===== config.mk =====
export PLATFORM = sky130hd
export DESIGN_NAME = rx_frame_buffer
export DESIGN_NICKNAME = d
export VERILOG_FILES = /design/src/rtl/rx_frame_buffer_pkg.sv /design/src/rtl/crc_a_byte.sv /design/src/rtl/rx_frame_buffer.sv
export SDC_FILE = /design/constraint.sdc
export NUM_CORES = 1
export LEC_CHECK = 0
export CAP_MARGIN = 10
export CORE_MARGIN = 2
export CORE_UTILIZATION = 34
export CTS_BUF_LIST = sky130_fd_sc_hd__clkbuf_4 sky130_fd_sc_hd__clkbuf_8 sky130_fd_sc_hd__clkbuf_16
export DETAILED_ROUTE_END_ITERATION = 16
export GPL_TIMING_DRIVEN = 0
export PLACE_DENSITY = 0.5
export SLEW_MARGIN = 20
export SYNTH_ARGS = -nofsm -noshare
export SYNTH_HDL_FRONTEND = slang
export SYNTH_SLANG_ARGS = --single-unit

===== constraint.sdc =====
create_clock -name clk -period 2.75 [get_ports clk]
set_input_delay 0.55 -clock clk [delete_from_list [all_inputs] [get_ports clk]]
set_output_delay 0.55 -clock clk [all_outputs]
set_load 0.05 [all_outputs]

===== src/rtl/rx_frame_buffer_pkg.sv =====
// ----------------------------------------------------------------------------
// rx_frame_buffer_pkg
//   Shared definitions for the ISO14443A receive path:
//   - CRC_A constants and a byte-serial CRC_A update function, also used by
//     the tx CRC generator.
//   - State encoding of the receive frame buffer FSM.
// ----------------------------------------------------------------------------
package rx_frame_buffer_pkg;

   localparam logic [15:0] CRC_A_INIT           = 16'h6363;
   localparam logic [15:0] CRC_A_POLY_REFLECTED = 16'h8408;

   typedef enum logic [2:0] {
      ST_IDLE  = 3'd0,
      ST_RECV  = 3'd1,
      ST_DRAIN = 3'd2,
      ST_DONE  = 3'd3,
      ST_DROP  = 3'd4
   } rx_frame_buf_state_e;

   // One byte of CRC_A, processed LSB first with the reflected polynomial.
   function automatic logic [15:0] crc_a_update(input logic [15:0] crc,
                                                input logic [7:0]  data);
      logic [15:0] c;
      c = crc;
      for (int i = 0; i < 8; i++) begin
         if (c[0] ^ data[i]) c = (c >> 1) ^ CRC_A_POLY_REFLECTED;
         else                c = c >> 1;
      end
      return c;
   endfunction

endpackage


===== src/rtl/crc_a_byte.sv =====
// ----------------------------------------------------------------------------
// crc_a_byte
//   Byte-serial CRC_A register (init 0x6363, no final XOR).
// Ports:
//   clk, rst : clock, asynchronous active-high reset (crc -> 0x6363)
//   clear    : reload the initial value (wins over en)
//   en       : fold data into the running CRC
//   data     : byte to fold in, LSB is the first bit on air
//   crc      : current CRC register value
// ----------------------------------------------------------------------------
module crc_a_byte
   import rx_frame_buffer_pkg::*;
(
   input  logic        clk,
   input  logic        rst,
   input  logic        clear,
   input  logic        en,
   input  logic [7:0]  data,
   output logic [15:0] crc
);

   always_ff @(posedge clk or posedge rst) begin
      if (rst) begin
         crc <= CRC_A_INIT;
      end else if (clear) begin
         crc <= CRC_A_INIT;
      end else if (en) begin
         crc <= crc_a_update(crc, data);
      end
   end

endmodule


===== src/rtl/rx_frame_buffer.sv =====
// ----------------------------------------------------------------------------
// rx_frame_buffer
//   Assembles one PCD->PICC frame from the rx byte event stream into a byte
//   buffer, runs CRC_A alongside, and holds the result for the protocol layer
//   until it is acknowledged.
// Ports:
//   clk, rst           : clock, asynchronous active-high reset
//   soc, eoc           : start / end of frame pulses from rx
//   data, data_bits    : received byte; data_bits 0 = full, 1..7 = partial
//   data_valid         : data/data_bits valid this cycle
//   sequence_error,
//   parity_error       : rx error pulses
//   frame_valid        : a finished frame is held; frame_* stable while high
//   frame_len          : bytes stored (saturates at MAX_BYTES)
//   frame_last_bits    : valid bits of the last stored byte (0 = whole)
//   frame_crc_ok       : CRC_A residue is zero over a >=3 byte whole-byte frame
//   frame_error        : sequence, parity or overflow error in this frame
//   frame_overflow     : more than MAX_BYTES bytes arrived
//   frame_ack          : consumer releases the held frame
//   rd_addr, rd_data   : random-access readback, rd_data registered (1 cycle)
//   frame_dropped      : 1-cycle pulse when a soc arrives while a frame is held
//
// Handshake: frame_valid rises once a frame ends and stays high with all
// frame_* outputs frozen until frame_ack is seen high on a clock edge while
// frame_valid is high; frame_valid falls on the following cycle.
// ----------------------------------------------------------------------------
module rx_frame_buffer
   import rx_frame_buffer_pkg::*;
#(
   parameter  int MAX_BYTES = 16,
   localparam int LEN_W     = $clog2(MAX_BYTES + 1)
) (
   input  logic             clk,
   input  logic             rst,
   input  logic             soc,
   input  logic             eoc,
   input  logic [7:0]       data,
   input  logic [2:0]       data_bits,
   input  logic             data_valid,
   input  logic             sequence_error,
   input  logic             parity_error,
   output logic             frame_valid,
   output logic [LEN_W-1:0] frame_len,
   output logic [2:0]       frame_last_bits,
   output logic             frame_crc_ok,
   output logic             frame_error,
   output logic             frame_overflow,
   input  logic             frame_ack,
   input  logic [LEN_W-1:0] rd_addr,
   output logic [7:0]       rd_data,
   output logic             frame_dropped
);

   localparam int IDX_W = $clog2(MAX_BYTES);

   rx_frame_buf_state_e state, state_n;

   logic [7:0]       mem [MAX_BYTES];
   logic [LEN_W-1:0] count;
   logic [2:0]       last_bits;
   logic             err_flag;
   logic             ovf_flag;
   logic             acked;      // held frame released while still in DROP
   logic             dropped;
   logic [15:0]      crc;

   // Control strobes decoded by the FSM
   logic start;                  // begin a new frame: clear count/flags/crc
   logic wr_full;                // store a full byte and update the CRC
   logic wr_part;                // store a partial last byte, no CRC update
   logic err_set;
   logic ovf_set;
   logic drop_set;
   logic ack_set;
   logic room;
   logic any_err;

   assign room    = (count < LEN_W'(MAX_BYTES));
   assign any_err = sequence_error | parity_error;

   // ---------------------------------------------------------------- FSM
   always_ff @(posedge clk or posedge rst) begin
      if (rst) state <= ST_IDLE;
      else     state <= state_n;
   end

   always_comb begin
      state_n  = state;
      start    = 1'b0;
      wr_full  = 1'b0;
      wr_part  = 1'b0;
      err_set  = 1'b0;
      ovf_set  = 1'b0;
      drop_set = 1'b0;
      ack_set  = 1'b0;

      unique case (state)
         ST_IDLE: begin
            if (soc) begin
               start   = 1'b1;
               state_n = ST_RECV;
            end
         end

         ST_RECV: begin
            if (soc) begin
               start   = 1'b1;
               state_n = ST_RECV;
            end else if (any_err) begin
               // Same-cycle data is discarded; a same-cycle eoc still ends
               // the frame immediately.
               err_set = 1'b1;
               state_n = eoc ? ST_DONE : ST_DRAIN;
            end else begin
               if (data_valid) begin
                  if (!room)                ovf_set = 1'b1;
                  else if (data_bits == 3'd0) wr_full = 1'b1;
                  else                      wr_part = 1'b1;
               end
               if (eoc) state_n = ST_DONE;
            end
         end

         ST_DRAIN: begin
            if (soc) begin
               start   = 1'b1;
               state_n = ST_RECV;
            end else begin
               if (any_err) err_set = 1'b1;
               if (eoc)     state_n = ST_DONE;
            end
         end

         ST_DONE: begin
            if (frame_ack) begin
               // Ack wins over a coincident soc: release and start afresh.
               if (soc) begin
                  start   = 1'b1;
                  state_n = ST_RECV;
               end else begin
                  state_n = ST_IDLE;
               end
            end else if (soc) begin
               drop_set = 1'b1;
               state_n  = ST_DROP;
            end
         end

         ST_DROP: begin
            // The incoming frame is discarded; wait for its eoc so its tail
            // is not mistaken for a new frame.
            if (eoc) begin
               state_n = (acked || frame_ack) ? ST_IDLE : ST_DONE;
            end else if (frame_ack && !acked) begin
               ack_set = 1'b1;
            end
         end

         default: state_n = ST_IDLE;
      endcase
   end

   // ----------------------------------------------------------- datapath
   always_ff @(posedge clk or posedge rst) begin
      if (rst) begin
         count     <= '0;
         last_bits <= 3'd0;
         err_flag  <= 1'b0;
         ovf_flag  <= 1'b0;
         acked     <= 1'b0;
         dropped   <= 1'b0;
      end else begin
         dropped <= drop_set;

         if (start) begin
            count     <= '0;
            last_bits <= 3'd0;
            err_flag  <= 1'b0;
            ovf_flag  <= 1'b0;
         end else begin
            if (wr_full || wr_part) count     <= count + LEN_W'(1);
            if (wr_part)            last_bits <= data_bits;
            if (err_set)            err_flag  <= 1'b1;
            if (ovf_set)            ovf_flag  <= 1'b1;
         end

         if (state_n != ST_DROP) acked <= 1'b0;
         else if (ack_set)       acked <= 1'b1;
      end
   end

   // Buffer storage: contents are don't-care after reset, so no reset here.
   always_ff @(posedge clk) begin
      if (wr_full || wr_part) mem[count[IDX_W-1:0]] <= data;
   end

   always_ff @(posedge clk or posedge rst) begin
      if (rst)                            rd_data <= 8'h00;
      else if (rd_addr < LEN_W'(MAX_BYTES)) rd_data <= mem[rd_addr[IDX_W-1:0]];
      else                                rd_data <= 8'h00;
   end

   crc_a_byte u_crc (
      .clk   (clk),
      .rst   (rst),
      .clear (start),
      .en    (wr_full),
      .data  (data),
      .crc   (crc)
   );

   // ------------------------------------------------------------ outputs
   // Frame outputs read as zero whenever no frame is being presented.
   assign frame_valid     = (state == ST_DONE) || ((state == ST_DROP) && !acked);
   assign frame_len       = frame_valid ? count : '0;
   assign frame_last_bits = frame_valid ? last_bits : 3'd0;
   assign frame_error     = frame_valid && (err_flag || ovf_flag);
   assign frame_overflow  = frame_valid && ovf_flag;
   assign frame_crc_ok    = frame_valid && (crc == 16'h0000) &&
                            (count >= LEN_W'(3)) && (last_bits == 3'd0);
   assign frame_dropped   = dropped;

endmodule


# ---- Yosys cells after proc, flatten, opt, wreduce, memory -nomap -nowiden
# Memories as Yosys holds them, arrays and structs flattened.
# Cells that the tools add are included.
# Widths: inputs -> output; s select.
dict set report word_totals {
  mem_bits_rw 128
  regBits 39
  output_inout_bits 21
  mem_count 1
  input_bits 24
}
dict set report classes {
  mux 79
  n_lt_le_gt_ge 3
  reduce_logical 24
  addsub 1
  n_bitwise 17
  eq_ne 5
}
# memory words width read_ports rd_clocked_by_memory_dff write_ports line_no
set memory_table {}
lappend memory_table {mem 16 8 1 0 1 rx_frame_buffer.sv:58} ;# logic [7:0] mem [MAX_BYTES];
# operator n
set ops {}
lappend ops {{$mux 16} 24}
lappend ops {{$mux 1} 37}
lappend ops {{$mux 3} 11}
lappend ops {{$not 2->3} 8}
lappend ops {{$logic_not 16->1} 1}
lappend ops {{$mux 5} 3}
lappend ops {{$pmux 3 s5} 1}
lappend ops {{$reduce_bool 2->1} 6}
lappend ops {{$lt 5x5->1 const B} 2}
lappend ops {{$logic_not 3->1} 3}
lappend ops {{$mux 8} 1}
lappend ops {{$xor 1x1->1} 8}
lappend ops {{$logic_and 1x1->1} 7}
lappend ops {{$eq 3x2->1 const B} 2}
lappend ops {{$add 5x1->5 const B} 1}
lappend ops {{$ge 5x2->1 const B} 1}
lappend ops {{$logic_or 1x1->1} 4}
lappend ops {{$eq 3x1->1 const B} 1}
lappend ops {{$eq 3x3->1 const B} 1}
lappend ops {{$ne 3x3->1 const B} 1}
lappend ops {{$reduce_or 3->1} 1}
lappend ops {{$mux 2} 1}
lappend ops {{$pmux 1 s2} 1}
lappend ops {{$reduce_or 2->1} 1}
lappend ops {{other kinds (2)} 2}

# ---- Logic depth before layout (Yosys ltp)
# Gate-level depths: netlist of run 1.
dict set report depth {
  depth_word 37
  ltp_mapped 7
  depth_no_buf 5
}

# ---- Hierarchy
# From an unflattened synthesis of run 1, not the netlist that was laid out.
dict set report unflattened {
  hier_cells 483
  area_unflattened_um2 7241.9
}
# module cells_each seq_area_each_um2 n_inst area_each_um2
set modules_own_cells {}
lappend modules_own_cells {rx_frame_buffer 402 4419.2 1 6211.0}
lappend modules_own_cells {crc_a_byte 81 410.4 1 1031.0}

# ---- Worst setup path after synthesis of run 1
# No wires, ideal clock.
dict set report synth_path {
  path_kind {reg-to-output}
  from {register state[1]}
  to {output frame_crc_ok}
  arrival_ns 2.293
  t_required_ns 2.200
  path_slack_ns -0.093
  n_path_buf 2
  path_stages_with_launch 7
  path_cell_list {dfrtp_1 > buf_6 > or3b_2 > o22ai_1 > buf_2 > nand4_1 > nor2_1}
}
dict set report synth_via {
  elab_chain_len 6
  elab_cells_between_ends 7
  classes_between {eq/ne (2); reduce/logical (5)}
}
# item line_no
set synth_rtl {}
lappend synth_rtl {{from (decl)} rx_frame_buffer.sv:56} ;# rx_frame_buf_state_e state, state_n;
lappend synth_rtl {{from (signal assigned)} rx_frame_buffer.sv:84} ;# else state <= state_n;
lappend synth_rtl {{$eq 3x3->1} rx_frame_buffer.sv:214} ;# assign frame_valid = (state == ST_DONE) || ((state == ST_DROP) && !acked);
lappend synth_rtl {{$logic_and 1x1->1} rx_frame_buffer.sv:214}
lappend synth_rtl {{$logic_or 1x1->1 (*)} rx_frame_buffer.sv:214}
lappend synth_rtl {{via frame_valid} rx_frame_buffer.sv:42} ;# output logic frame_valid,
lappend synth_rtl {{$logic_and 1x1->1 (*) (2 in a row)} rx_frame_buffer.sv:219} ;# assign frame_crc_ok = frame_valid && (crc == 16'h0000) &&
lappend synth_rtl {{$logic_and 1x1->1 (*)} rx_frame_buffer.sv:220} ;# (count >= LEN_W'(3)) && (last_bits == 3'd0);
lappend synth_rtl {{to (decl)} rx_frame_buffer.sv:45} ;# output logic frame_crc_ok,
# The timed path passes the listed nets; every way through them passes the cells marked *.

# ---- Worst setup path in the final report of run 1
dict set report layout_path {
  from {register state[1]}
  to {output frame_crc_ok}
}
dict set report layout_via {
  elab_chain_len 6
  elab_cells_between_ends 7
  classes_between {eq/ne (2); reduce/logical (5)}
}
# item line_no
set layout_rtl {}
lappend layout_rtl {{$eq 3x3->1} rx_frame_buffer.sv:214}
lappend layout_rtl {{$logic_and 1x1->1} rx_frame_buffer.sv:214}
lappend layout_rtl {{$logic_or 1x1->1 (*)} rx_frame_buffer.sv:214}
lappend layout_rtl {{$logic_and 1x1->1 (*) (2 in a row)} rx_frame_buffer.sv:219}
lappend layout_rtl {{$logic_and 1x1->1 (*)} rx_frame_buffer.sv:220}
# Mark *: on every way between the ends. The rest lies on a longest branch, timed or not.

==> summary.txt, run 1 <==
status: finished clean
crit path capture type: output pin
CTS tree: done
yosys warns: 0
number of placed I/O pins: 45
sequential-to-total area share from yosys stat: 69.2%
WP data required: 2200 ps
Num CTS Buffers: 17
vias in the first global route: 4051
Worst-Margin Slew: 941 ps
Final period util: 95.8%
core area: 20200 µm²
synth-to-layout area growth: 20.0%
Post-Syn Instances: 417
Distinct cells, synth: 43
Async SR Flop Fraction: 23.4%
Initial Util: 34.6%
Placer Congestion: 0.794
Syn Nets: 445
post-route ant nets: 0
final setup vio count: 0
Wirelength per Cell: 20.4 µm
critical path class: reg -> out
Tot GR Track Use: 15.2%
CP max FO: 9
routed vias: 3807
total power: 0.00560 W
worst hold path type: in -> async
Synth area leader: edfxtp_1
later-pin clock latency in the skew report: 420 ps
total grt overflow: 0
largest net degree at the start of global routing: 28
post-layout instance count excluding filler cells: 763
drt total wl: 15600 µm
Worst Skew: 9.88 ps
Chip Width: 147 µm
dpl cell area: 7770 µm²
Peak VDD IR: 388 µV
Synth Area per Inst: 16.7 µm²
critical path launch point type: flop
critical path data arrival time: 2080 ps
H-tree depth: 4
root buffer cell: clkbuf_16
placed cell count: 730
DPL Wire Length: 10300 µm
count leader, synth: edfxtp_1
drt drc: 0
Pleak: 2.88 nW
pwr dens: 668 nW/µm²
first-pass GRT wire length: 24300 µm
minimum clock period: 2630 ps
Max Freq: 380 MHz
Antenna Cells: 0
Slew headroom: 37.0%
Site Rows: 52
post-synth top area share: 55.1%
clk sinks: 167
DR iter-0 viols: 207
Post-synth EDFFs: 128
post-route cell area: 8380 µm²
Nets: 508
first-pass iteration count of the detailed router: 5
number of I/O port buffers: 42
Reg2Reg Setup Slack: 280 ps
vias per cell: 4.99
synthesized area: 6980 µm²
fin util: 41.5%
initial antenna violation count: 0
Clk pin slew, worst setup/hold paths: 70 ps
Setup TNS: 0 ps
top post-synthesis cells by count: edfxtp_1, mux4_2, dfrtp_1, xnor2_1
Max Transition Viols Final: 0
Fin. Hold Viols: 0
RSZ-0062 raised after global routing: no
die area: 21700 µm²
largest cells by area after synthesis: edfxtp_1, dfrtp_1, mux4_2
layout cells sized above 1: 23.5%
total of max-cap violations: 0
#FFs+latches synth: 167
clock buffer depth: 2
Top FF cell, synth: edfxtp_1
Die H: 147 µm
==> repair_timing <==
| action | in CTS | in global routing |
|---|---|---|
| hold buffers | 0 | 0 |
| buffers inserted | 0 | 1 |
| pin swaps | 0 | 3 |
| setup endpoints to repair | 20 | 16 |
| resized for setup | 62 | 5 |
| hold endpoints to repair | 0 | 0 |
| gates cloned | 0 | 1 |
==> cell type report <==
type,count,area [µm²]
inverter,5,18.8
fill,1865,11800
sequential,167,4830
clock inverter,14,164
tap,270,338
timing repair buffer,45,420
multi-input combinational,224,2060
buffer,20,105
clock buffer,18,433
==> kinds of logic (layout without fill, tap and decap cells) <==
group                    Yosys count  count (layout)  share of synthesized area [%]
XOR/XNOR                          28              28                           3.51
buffers and inverters             26             102                           1.76
AND/OR/NAND/NOR                   98              98                           8.14
adder cells (fa/ha/maj)            4               4                          0.717
multiplexers                      48              48                           12.6
AO/OA/AOI/OAI                     46              46                           4.09
flip-flops                       167             167                           69.2
==> registers in the layout, summed over array words and instances (netlist names) <==
name           cells
mem              128
ovf_flag           1
rd_data            8
last_bits          3
frame_dropped      1
u_crc.crc         16
acked              1
state              3
err_flag           1
count              5
==> cells in the final DEF, fill, tap and decap left out, types with 8 or more instances in the layout <==
master           instances
nor3_1                  11
o21ai_0                 14
o22ai_1                  8
and2_1                  10
nand3_1                 13
and3_1                  13
buf_2                   11
xnor2_1                 21
nor2_1                  15
clkbuf_16               17
mux4_2                  32
dfrtp_1                 29
mux2i_1                 16
dfstp_2                  8
clkbuf_1                 9
clkdlybuf4s50_1         30
edfxtp_1               128
==> report_power, final <==
group	internal (W)	switching (W)	leakage, nW
clock	0.00137	0.00103	0.289
combinational	0.000174	0.000261	0.938
sequential	0.00274	0.0000138	1.65
==> through the flow <==
| stage | hold WS, ps | setup WS, ps |
|---|---|---|
| 5_1_grt | 431 | 0.151 |
| 3_3_place_gp | 492 | -712 |
| 4_1_cts | 408 | 3.41 |
| 6_report | 410 | 116 |
| 2_1_floorplan | 464 | 98.7 |
| 3_5_place_dp | 510 | -486 |
==> metal layers <==
metal	routed length (µm)	track usage [%]	up-vias
met5	0	0	-
met4	154	4.90	0
met3	569	3.26	8
met2	7610	23.9	79
met1	7250	21.2	1969
li1	-	-	1751
==> worst max-delay path: stages (launching register included) <==
cell and delay [ps]:
dfrtp_1 370, buf_6 140, or3b_4 410, o22ai_4 160, buf_6 150, nand4_1 90
nor2_2 160, buf_6 180
==> worst paths after layout <==
kind,start,to,cells after the start
max,state[1]$_DFF_PP0_,frame_crc_ok,7
min,rst,u_crc.crc[4]$_DFFE_PP0P_,2
max reg2reg,state[1]$_DFF_PP0_,mem[8][2]$_DFFE_PP_,5
min reg2reg,err_flag$_DFFE_PP0P_,err_flag$_DFFE_PP0P_,2
max in group asynchronous,rst,u_crc.crc[5]$_DFFE_PP1P_,3
min in group clk,err_flag$_DFFE_PP0P_,err_flag$_DFFE_PP0P_,2
Note: power is estimated with default switching activity, not from simulation.
==> run 2: changes to the inputs <==
--- a/config.mk
+++ b/config.mk
@@ -11,7 +11,8 @@
 export CTS_BUF_LIST = sky130_fd_sc_hd__clkbuf_4 sky130_fd_sc_hd__clkbuf_8 sky130_fd_sc_hd__clkbuf_16
 export DETAILED_ROUTE_END_ITERATION = 16
 export GPL_TIMING_DRIVEN = 0
-export PLACE_DENSITY = 0.5
+export PLACE_DENSITY = 0.52
+export SETUP_SLACK_MARGIN = 0.05
 export SLEW_MARGIN = 20
 export SYNTH_ARGS = -nofsm -noshare
 export SYNTH_HDL_FRONTEND = slang
==> constraint.sdc (replaced) <==
create_clock -name clk -period 2.38 [get_ports clk]
set_input_delay 0.476 -clock clk [delete_from_list [all_inputs] [get_ports clk]]
set_output_delay 0.476 -clock clk [all_outputs]
set_load 0.05 [all_outputs]
==> summary.txt, run 2 (same netlist as run 1, synthesis figures left out) <==
routed vias: 3863
Reg power frac: 49.7%
WP data required: 1900 ps
critical path launch point type: flop
Site Rows: 52
largest net degree at the start of global routing: 27
crit path capture type: output pin
CTS tree: done
total of max-cap violations: 0
combinational share of power: 8.5%
failing checks: setup timing
Max Transition Viols Final: 0
clk sinks: 167
later-pin clock latency in the skew report: 430 ps
first-pass GRT wire length: 24100 µm
Net Sw Frac: 25.1%
minimum clock period: 2510 ps
Die H: 147 µm
DP Worst Slack: -835 ps
critical path class: reg -> out
Chip Width: 147 µm
Initial Util: 34.6%
commonest non-fill, non-tap cell in the layout: edfxtp_1
hold_ws: 360 ps
synth-to-layout area growth: 23.6%
pwr dens: 742 nW/µm²
Placer Congestion: 0.806
commonest non-fill, non-tap cells in the layout: edfxtp_1, mux4_2, dfrtp_1, clkdlybuf4s50_1, xnor2_1
status: finished, violations left
H-tree depth: 4
critical path data arrival time: 2030 ps
post-route ant nets: 0
Worst-Margin Slew: 998 ps
max reg flops: 128
drt drc: 0
number of I/O port buffers: 42
Nets: 518
number of placed I/O pins: 45
core area: 20200 µm²
Wirelength per Cell: 19.9 µm
root buffer cell: clkbuf_16
dpl cell area: 7780 µm²
Worst Skew: 11.8 ps
DR iter-0 viols: 227
layout cells sized above 1: 29.4%
clock network fraction of total power: 41.8%
Final period util: 105%
initial antenna violation count: 0
first-pass iteration count of the detailed router: 4
die area: 21700 µm²
drt total wl: 15400 µm
worst hold path type: in -> async
RSZ-0062 raised after global routing: yes
Antenna Cells: 0
Max Freq: 398 MHz
Setup WS post-layout: -130 ps
clock buffer depth: 2
Slew headroom: 33.1%
r2r worst-path depth: 5
CP max FO: 7
total grt overflow: 0
DPL Wire Length: 10000 µm
Clk pin slew, worst setup/hold paths: 70 ps
Peak VDD IR: 455 µV
Pint: 0.00480 W
final setup vio count: 10
vias per cell: 5.00
Pleak: 2.95 nW
post-route cell area: 8630 µm²
Fin. Hold Viols: 0
Switching Power: 0.00161 W
vias in the first global route: 4127
Num CTS Buffers: 17
Tot GR Track Use: 15.0%
==> run 2: cell types whose count changed in the layout (fill, tap and decap cells not counted), sizes merged <==
cell and change:
buf +14, inv +3, clkbuf -2, clkdlybuf4s50 -1, clkdlybuf4s15 -3, bufinv -2, dlymetal6s2s +1
==> run 2: final timing paths <==
check | start | to | slack [ps]
max | state[2]$_DFF_PP0_ | frame_crc_ok | -130
min | rst | rd_data[2]$_DFF_PP0_ | 360
max reg2reg | state[2]$_DFF_PP0_ | u_crc.crc[13]$_DFFE_PP1P_ | 80
min reg2reg | err_flag$_DFFE_PP0P_ | err_flag$_DFFE_PP0P_ | 510
max in group asynchronous | rst | u_crc.crc[8]$_DFFE_PP1P_ | 1490
min in group clk | err_flag$_DFFE_PP0P_ | err_flag$_DFFE_PP0P_ | 510
==> run 2: repair_timing <==
action / in CTS / in global routing
pin swaps: 5 / 2
cloned: 1 / 0
setup endpoints to repair: 135 / 32
hold buffers: 0 / 0
buffers inserted: 7 / 4
resized for setup: 113 / 29
==> run 2: worst max-delay path, cell delays in order, from the launching register on <==
cell     delay [ps]
dfrtp_2         460
or3b_4          430
o22ai_4         150
buf_6           140
nand4_1         130
nor2_4          150
buf_8           160
==> run 2: per-stage QoR <==
step                cells  utilization [%]  setup TNS, ps  total power [W]
CTS                   770             42.3          -1240          0.00645
global placement      729             38.5         -85180          0.00374
global route          773             42.8          -2130          0.00664
detailed placement    730             38.6         -85350          0.00375
finish                773             42.8           -723          0.00641
floorplan             417                -              0          0.00355
==> run 2: layout make-up <==
| type | count | area (µm²) |
|---|---|---|
| Multi-Input combinational cell | 224 | 2150 |
| Inverter | 5 | 18.8 |
| Clock inverter | 15 | 153 |
| Clock buffer | 17 | 425 |
| Timing Repair Buffer | 55 | 606 |
| Fill cell | 1820 | 11500 |
| Tap cell | 270 | 338 |
| Sequential cell | 167 | 4830 |
| Buffer | 20 | 106 |
==> run 2: power by group through the flow <==
stage / clock network (W) / registers (W) / logic [W]
after floorplan: 0 / 0.00328 / 0.000265
after global placement: 0 / 0.00324 / 0.000493
after detailed placement: 0 / 0.00324 / 0.000502
after CTS: 0.00274 / 0.00318 / 0.000531
after global routing: 0.00286 / 0.00319 / 0.000592
final: 0.00268 / 0.00318 / 0.000546
==> run 2: layer usage <==
layer,up-vias,routed length (µm),track usage [%]
met5,-,0,0
met4,0,136,3.32
met3,15,521,3.70
met2,76,7180,23.3
met1,1997,7530,21.6
li1,1775,-,-
